<file path="config.mk">
export PLATFORM = sky130hd
export DESIGN_NAME = irq_input_conditioner_flat
export DESIGN_NICKNAME = d
export VERILOG_FILES = /design/src/rtl/irq_input_conditioner_if.sv /design/src/rtl/irq_input_conditioner.sv /design/src/flat_wrapper.sv
export SDC_FILE = /design/constraint.sdc
export NUM_CORES = 1
export LEC_CHECK = 0
export BUFFER_PORTS_ARGS = -buffer_cell sky130_fd_sc_hd__buf_2
export CAP_MARGIN = 20
export CELL_PAD_IN_SITES_DETAIL_PLACEMENT = 1
export CELL_PAD_IN_SITES_GLOBAL_PLACEMENT = 2
export CORE_ASPECT_RATIO = 2
export CORE_MARGIN = 1.5
export CORE_UTILIZATION = 36
export DETAILED_ROUTE_END_ITERATION = 16
export PLACE_DENSITY_LB_ADDON = 0.1
export RECOVER_POWER = 25
export SETUP_SLACK_MARGIN = 0.15
export SKIP_LAST_GASP = 1
export SLEW_MARGIN = 0
export SYNTH_ARGS = -nofsm -noshare
export SYNTH_HDL_FRONTEND = slang
export SYNTH_SLANG_ARGS = --single-unit
</file>
<file path="constraint.sdc">
create_clock -name clk_in -period 5.5 [get_ports clk_in]
set_input_delay 1.65 -clock clk_in [delete_from_list [all_inputs] [get_ports clk_in]]
set_output_delay 1.65 -clock clk_in [all_outputs]
set_load 0.01 [all_outputs]
</file>
<file path="src/rtl/irq_input_conditioner_if.sv">
// rtl/irq_input_conditioner_if.sv - Wishbone register bus shared by the IRQ input conditioner and its master
interface wb_bus;
  logic        cyc;
  logic        stb;
  logic        we;
  logic [3:0]  sel;
  logic [31:0] addr;
  logic [31:0] wdata;
  logic [31:0] rdata;
  logic        ack;
  logic        err;

  modport master (
    output cyc, stb, we, sel, addr, wdata,
    input  rdata, ack, err
  );

  modport slave (
    input  cyc, stb, we, sel, addr, wdata,
    output rdata, ack, err
  );
endinterface

</file>
<file path="src/rtl/irq_input_conditioner.sv">
// rtl/irq_input_conditioner.sv - per-line synchronizer, debounce and edge-pulse stage ahead of the IRQ controller
module irq_input_conditioner #(
  parameter logic [31:0] BaseAddr = 32'h4020
) (
  input  logic        clk_in,
  input  logic        reset_in,
  input  logic [15:0] raw_lines_in,
  output logic [15:0] irq_lines_out,
  wb_bus.slave        bus_slave
);

  localparam int NumLines = 16;

  logic [15:0] rise_en_q, rise_en_d;
  logic [15:0] fall_en_q, fall_en_d;
  logic [15:0] db_en_q,   db_en_d;
  logic [7:0]  db_len_q,  db_len_d;

  logic [15:0] sync1_q, sync2_q;
  logic [15:0] filt_q, filt_d;
  logic [15:0] filt_prev_q;
  logic [7:0]  cnt_q [NumLines];
  logic [7:0]  cnt_d [NumLines];

  logic        access;
  logic        wr_ok;
  logic        hit_rise, hit_fall, hit_db_en, hit_db_len, hit_level;
  logic [15:0] lane_mask;
  logic [7:0]  db_lim;
  logic        db_active;
  logic        unused_bus_bits;

  assign unused_bus_bits = ^{bus_slave.wdata[31:16], bus_slave.sel[3:2]};

  // Bus decode: exact word addresses only, anything else is unmapped.
  assign access     = bus_slave.cyc & bus_slave.stb;
  assign hit_rise   = (bus_slave.addr == BaseAddr);
  assign hit_fall   = (bus_slave.addr == BaseAddr + 32'h4);
  assign hit_db_en  = (bus_slave.addr == BaseAddr + 32'h8);
  assign hit_db_len = (bus_slave.addr == BaseAddr + 32'hC);
  assign hit_level  = (bus_slave.addr == BaseAddr + 32'h10);
  assign lane_mask  = {{8{bus_slave.sel[1]}}, {8{bus_slave.sel[0]}}};

  assign bus_slave.err = access & bus_slave.we &
                         ((bus_slave.sel[1:0] == 2'b00) | hit_level);
  assign bus_slave.ack = access & ~bus_slave.err;
  assign wr_ok         = access & bus_slave.we & ~bus_slave.err;

  always_comb begin
    bus_slave.rdata = 32'h0;
    if (access && !bus_slave.we) begin
      if (hit_rise)   bus_slave.rdata = {16'h0, rise_en_q};
      if (hit_fall)   bus_slave.rdata = {16'h0, fall_en_q};
      if (hit_db_en)  bus_slave.rdata = {16'h0, db_en_q};
      if (hit_db_len) bus_slave.rdata = {24'h0, db_len_q};
      if (hit_level)  bus_slave.rdata = {16'h0, filt_q};
    end
  end

  always_comb begin
    rise_en_d = rise_en_q;
    fall_en_d = fall_en_q;
    db_en_d   = db_en_q;
    db_len_d  = db_len_q;
    if (wr_ok) begin
      if (hit_rise)
        rise_en_d = (rise_en_q & ~lane_mask) | (bus_slave.wdata[15:0] & lane_mask);
      if (hit_fall)
        fall_en_d = (fall_en_q & ~lane_mask) | (bus_slave.wdata[15:0] & lane_mask);
      if (hit_db_en)
        db_en_d = (db_en_q & ~lane_mask) | (bus_slave.wdata[15:0] & lane_mask);
      if (hit_db_len && bus_slave.sel[0])
        db_len_d = bus_slave.wdata[7:0];
    end
  end

  // A glitch shorter than db_len cycles clears the count; >= lets a lowered limit flip at once.
  assign db_lim    = db_len_q - 8'd1;
  assign db_active = (db_len_q != 8'd0);

  always_comb begin
    filt_d = filt_q;
    for (int i = 0; i < NumLines; i++) begin
      cnt_d[i] = cnt_q[i];
      if (!db_en_q[i] || !db_active) begin
        filt_d[i] = sync2_q[i];
        cnt_d[i]  = 8'd0;
      end else if (sync2_q[i] == filt_q[i]) begin
        cnt_d[i] = 8'd0;
      end else if (cnt_q[i] >= db_lim) begin
        filt_d[i] = sync2_q[i];
        cnt_d[i]  = 8'd0;
      end else begin
        cnt_d[i] = cnt_q[i] + 8'd1;
      end
    end
  end

  always_ff @(posedge clk_in) begin
    if (!reset_in) begin
      rise_en_q   <= 16'h0;
      fall_en_q   <= 16'h0;
      db_en_q     <= 16'h0;
      db_len_q    <= 8'h0;
      sync1_q     <= 16'h0;
      sync2_q     <= 16'h0;
      filt_q      <= 16'h0;
      filt_prev_q <= 16'h0;
      for (int i = 0; i < NumLines; i++) cnt_q[i] <= 8'd0;
    end else begin
      rise_en_q   <= rise_en_d;
      fall_en_q   <= fall_en_d;
      db_en_q     <= db_en_d;
      db_len_q    <= db_len_d;
      sync1_q     <= raw_lines_in;
      sync2_q     <= sync1_q;
      filt_q      <= filt_d;
      filt_prev_q <= filt_q;
      for (int i = 0; i < NumLines; i++) cnt_q[i] <= cnt_d[i];
    end
  end

  // Registers only on the data path; the enables are applied combinationally so clearing one masks a pulse at once.
  assign irq_lines_out = (rise_en_q & filt_q & ~filt_prev_q) |
                         (fall_en_q & ~filt_q & filt_prev_q);

endmodule

</file>
<file path="src/flat_wrapper.sv">
// flat-port wrapper written by rule: the top's interface ports become plain ports
module irq_input_conditioner_flat 
#(
  parameter logic [31:0] BaseAddr = 32'h4020
)
  (clk_in, reset_in, raw_lines_in, irq_lines_out, bus_slave_cyc, bus_slave_stb, bus_slave_we, bus_slave_sel, bus_slave_addr, bus_slave_wdata, bus_slave_rdata, bus_slave_ack, bus_slave_err);
  wb_bus bus_slave_i ();
  input  logic clk_in;
  input  logic reset_in;
  input  logic [15:0] raw_lines_in;
  output logic [15:0] irq_lines_out;
  input wire logic [$bits(bus_slave_i.cyc)-1:0] bus_slave_cyc;
  input wire logic [$bits(bus_slave_i.stb)-1:0] bus_slave_stb;
  input wire logic [$bits(bus_slave_i.we)-1:0] bus_slave_we;
  input wire logic [$bits(bus_slave_i.sel)-1:0] bus_slave_sel;
  input wire logic [$bits(bus_slave_i.addr)-1:0] bus_slave_addr;
  input wire logic [$bits(bus_slave_i.wdata)-1:0] bus_slave_wdata;
  output wire logic [$bits(bus_slave_i.rdata)-1:0] bus_slave_rdata;
  output wire logic [$bits(bus_slave_i.ack)-1:0] bus_slave_ack;
  output wire logic [$bits(bus_slave_i.err)-1:0] bus_slave_err;
  assign bus_slave_i.cyc = bus_slave_cyc;
  assign bus_slave_i.stb = bus_slave_stb;
  assign bus_slave_i.we = bus_slave_we;
  assign bus_slave_i.sel = bus_slave_sel;
  assign bus_slave_i.addr = bus_slave_addr;
  assign bus_slave_i.wdata = bus_slave_wdata;
  assign bus_slave_rdata = bus_slave_i.rdata;
  assign bus_slave_ack = bus_slave_i.ack;
  assign bus_slave_err = bus_slave_i.err;
  irq_input_conditioner #(.BaseAddr(BaseAddr)) u_core (.clk_in(clk_in), .reset_in(reset_in), .raw_lines_in(raw_lines_in), .irq_lines_out(irq_lines_out), .bus_slave(bus_slave_i));
endmodule
</file>
==> qor.csv <==
metric;value;unit
status;complete, but fails checks;
failing checks;capacitance limit, slew limit;
routability cong.;0.763;
pwr/cell area;244;nW/um^2
fraction of layout instances using a drive strength above 1;0.118;
clk slew on worst S/H paths;0.06;ns
ys flop type;dfxtp_1;
Hold Violations, Final;0;
CTS hold repair buffers;0;
P&R area growth vs syn;14.4;%
vias;11100;
Leak;6.25;nW
area leader, netlist;dfxtp_1;
register area;4960;sq um
CTS root buffer;clkbuf_16;
DR iter-0 viols;351;
Post-Syn Instances;1517;
Critical Path End Type;primary output;
crit share post-route;0.957;
initial antenna violation count;0;
post-synthesis sequential area ratio;0.376;
final setup vio count;0;
fin. max-slew vios;59;
die area;37900;sq um
fmax;0.190;GHz
CP arrival;3.61;ns
Sw Share;0.225;
unrepaired setup endpoints after global routing;false;
total placed cells including tap cells;2045;
CP max FO;11;
clock power share;0.475;
# DRC;0;
Hold Path Stages;1;
Tightest Hold Check Type;flop to flop;
Syn Std Cell Area;13200;sq um
Clock H-tree levels;1;
die height;274;microns
CTS buffer count;26;
Slowest Stage Delay on Critical Path;0.50;ns
R2R Path Start;u_core.db_len_q[0];
CP required;3.85;ns
Mapped Avg Cell Area;8.70;sq um
final WL;38.8;mm
via/cell ratio;5.30;
filler cell count;4293;
DR pass1 iterations;4;
CTS tree;done;
skew final;0.00823;ns
Worst Tran Pin Value;2.51;ns
worst reg-to-reg setup slack;1.89;ns
Ys Warns;0;
critical path startpoint category;input pin;
Reg-to-Reg End;u_core.cnt_q[0][71];
EDFF count, synth;0;
ys async rst share;0;
Die X;138;microns
share of the synthesized area in the top cell type;0.376;
# rows;99;
combinational group share of total power;0.029;
post-route non-filler standard cell count;2088;
worst hold path endpoint;u_core.sync2_q[9];
GRT Overall Usage;0.204;
Overflow after GRT;0;
Max IR drop VDD;0.224;mV
Switching Power;827;uW
WS Path Type;input pin to primary output;
# nets final;1824;
R2R cell count;12;
core area;36300;sq um
power share of the sequential group;0.496;
CP max-delay cell;or3b_1;
CTS sink cnt;248;
MaxCap Viol Count;1;
Synth area leaders;dfxtp_1 (38%), ha_1 (11%), xor2_1 (5.2%);
number of synthesized register bits;248;
area of the multi-input gates;7860;sq um
Wirelength per Cell;18.6;microns
# IOs;139;
CTS max path bufs;3;
Cell variety after synth;47;
number of global-route vias before repair;11500;
setup_tns;0;ns
P_int;2.85;mW
latest clock arrival within the worst-skew pair;0.54;ns
# diodes;0;
initial core utilization;0.364;
worst-path cell chain;buf_2 > or3b_1 > nor3b_4 > buf_6 > o21ai_0 > a21oi_1 > a21oi_1 > nor4_1 > buf_2;
min Tclk post-route;5.26;ns
HP Start;u_core.sync1_q[9];
global-route wire length before repair;62.0;mm
HPWL after detailed placement;27.4;mm
I/O Buffers;104;
pin count of the biggest net entering global routing;83;
post-route ant nets;0;
max_slew headroom;-0.672;
==> worst max path at each step <==
| stage | startpoint | end | slack [ns] | cells after the start |
|---|---|---|---|---|
| detailed placement | bus_slave_addr[6] | bus_slave_rdata[4] | 0.13 | 9 |
| global placement | bus_slave_addr[6] | bus_slave_rdata[4] | 0.16 | 9 |
| floorplan | bus_slave_addr[6] | bus_slave_rdata[6] | 0.39 | 8 |
| CTS | bus_slave_addr[6] | bus_slave_rdata[2] | 0.15 | 9 |
| global route | bus_slave_addr[6] | bus_slave_rdata[6] | 0.13 | 9 |
| finish | bus_slave_addr[6] | bus_slave_rdata[5] | 0.24 | 9 |
==> power groups by stage <==
stage	logic, mW	registers [mW]	clock network, mW
2_1_floorplan	0.0652	1.86	0
3_3_place_gp	0.105	1.87	0
3_5_place_dp	0.107	1.87	0
4_1_cts	0.107	1.83	1.81
5_1_grt	0.119	1.83	1.87
6_report	0.107	1.83	1.75
==> cells by family after synthesis <==
| group | synth area share |
|---|---|
| fa+ha+maj | 0.108 |
| simple gates | 0.204 |
| other cells | 0.000284 |
| flops | 0.376 |
| xor+xnor | 0.0895 |
| mux | 0.0243 |
| compound gates | 0.156 |
| buf+inv | 0.0411 |
==> metal layers <==
layer,up-vias,GRT usage,part of all wire
met2,169,0.387,0.52
met1,5389,0.237,0.43
li1,5433,-,-
met4,0,0.0676,0.028
met3,65,0.0192,0.027
met5,-,0,0
==> through the flow <==
step	worst slack (ns)	hold slack, ns	util	total power, mW	cell area (sq um)
after floorplan	0.394	0.412	-	1.92	13300
after global placement	0.160	0.419	0.393	1.97	14200
after detailed placement	0.130	0.421	0.393	1.97	14300
after CTS	0.154	0.438	0.416	3.74	15100
after global routing	0.133	0.450	0.416	3.82	15100
final	0.237	0.434	0.416	3.68	15100
==> synth_stat cells, types with 15 or more instances <==
| master | n |
|---|---|
| nand3_1 | 106 |
| o31ai_1 | 16 |
| inv_1 | 55 |
| and3_1 | 30 |
| dfxtp_1 | 248 |
| nand2_1 | 137 |
| nor4_1 | 15 |
| xor2_1 | 79 |
| and2_1 | 51 |
| xnor2_1 | 54 |
| nor2b_1 | 24 |
| buf_4 | 16 |
| o22ai_1 | 16 |
| o21ai_0 | 106 |
| ha_1 | 114 |
| nor2_1 | 178 |
| mux2i_1 | 32 |
| a21oi_1 | 87 |
| clkbuf_1 | 38 |
| a31oi_1 | 15 |
==> cell usage in the layout (no fill, tap or decap), types with 51 or more instances in the layout <==
cell type and instances:
nand3_1 106, xor2_1 79, xnor2_1 51, a21oi_1 87, o21ai_0 106, buf_2 88, ha_1 114, dfxtp_1 248
nand2_1 136, inv_1 55, nor2_1 177
==> cell type report <==
type	count	area share
clock buffer	37	0.0505
clock inverter	4	0.00298
inverter	56	0.0139
multi-input combinational	1165	0.520
sequential	248	0.329
tap	454	0.0376
timing repair buffer	124	0.0458
==> critical path: cells and delay by family <==
| kind | cells | cell delay (ns) |
|---|---|---|
| AND/OR/NAND/NOR | 3 | 1.13 |
| buffers and inverters | 3 | 0.51 |
| AO/OA/AOI/OAI | 3 | 0.31 |
==> what timing repair did <==
action | 4_1_cts | 5_1_grt
endpoints found under the hold margin | 0 | 0
resized for setup | 1 | 5
setup endpoints to repair | 1 | 6
cloned | 0 | 1
setup buffers | 0 | 1
pin swaps | 0 | 1
Note: power is estimated with default switching activity, not from simulation.
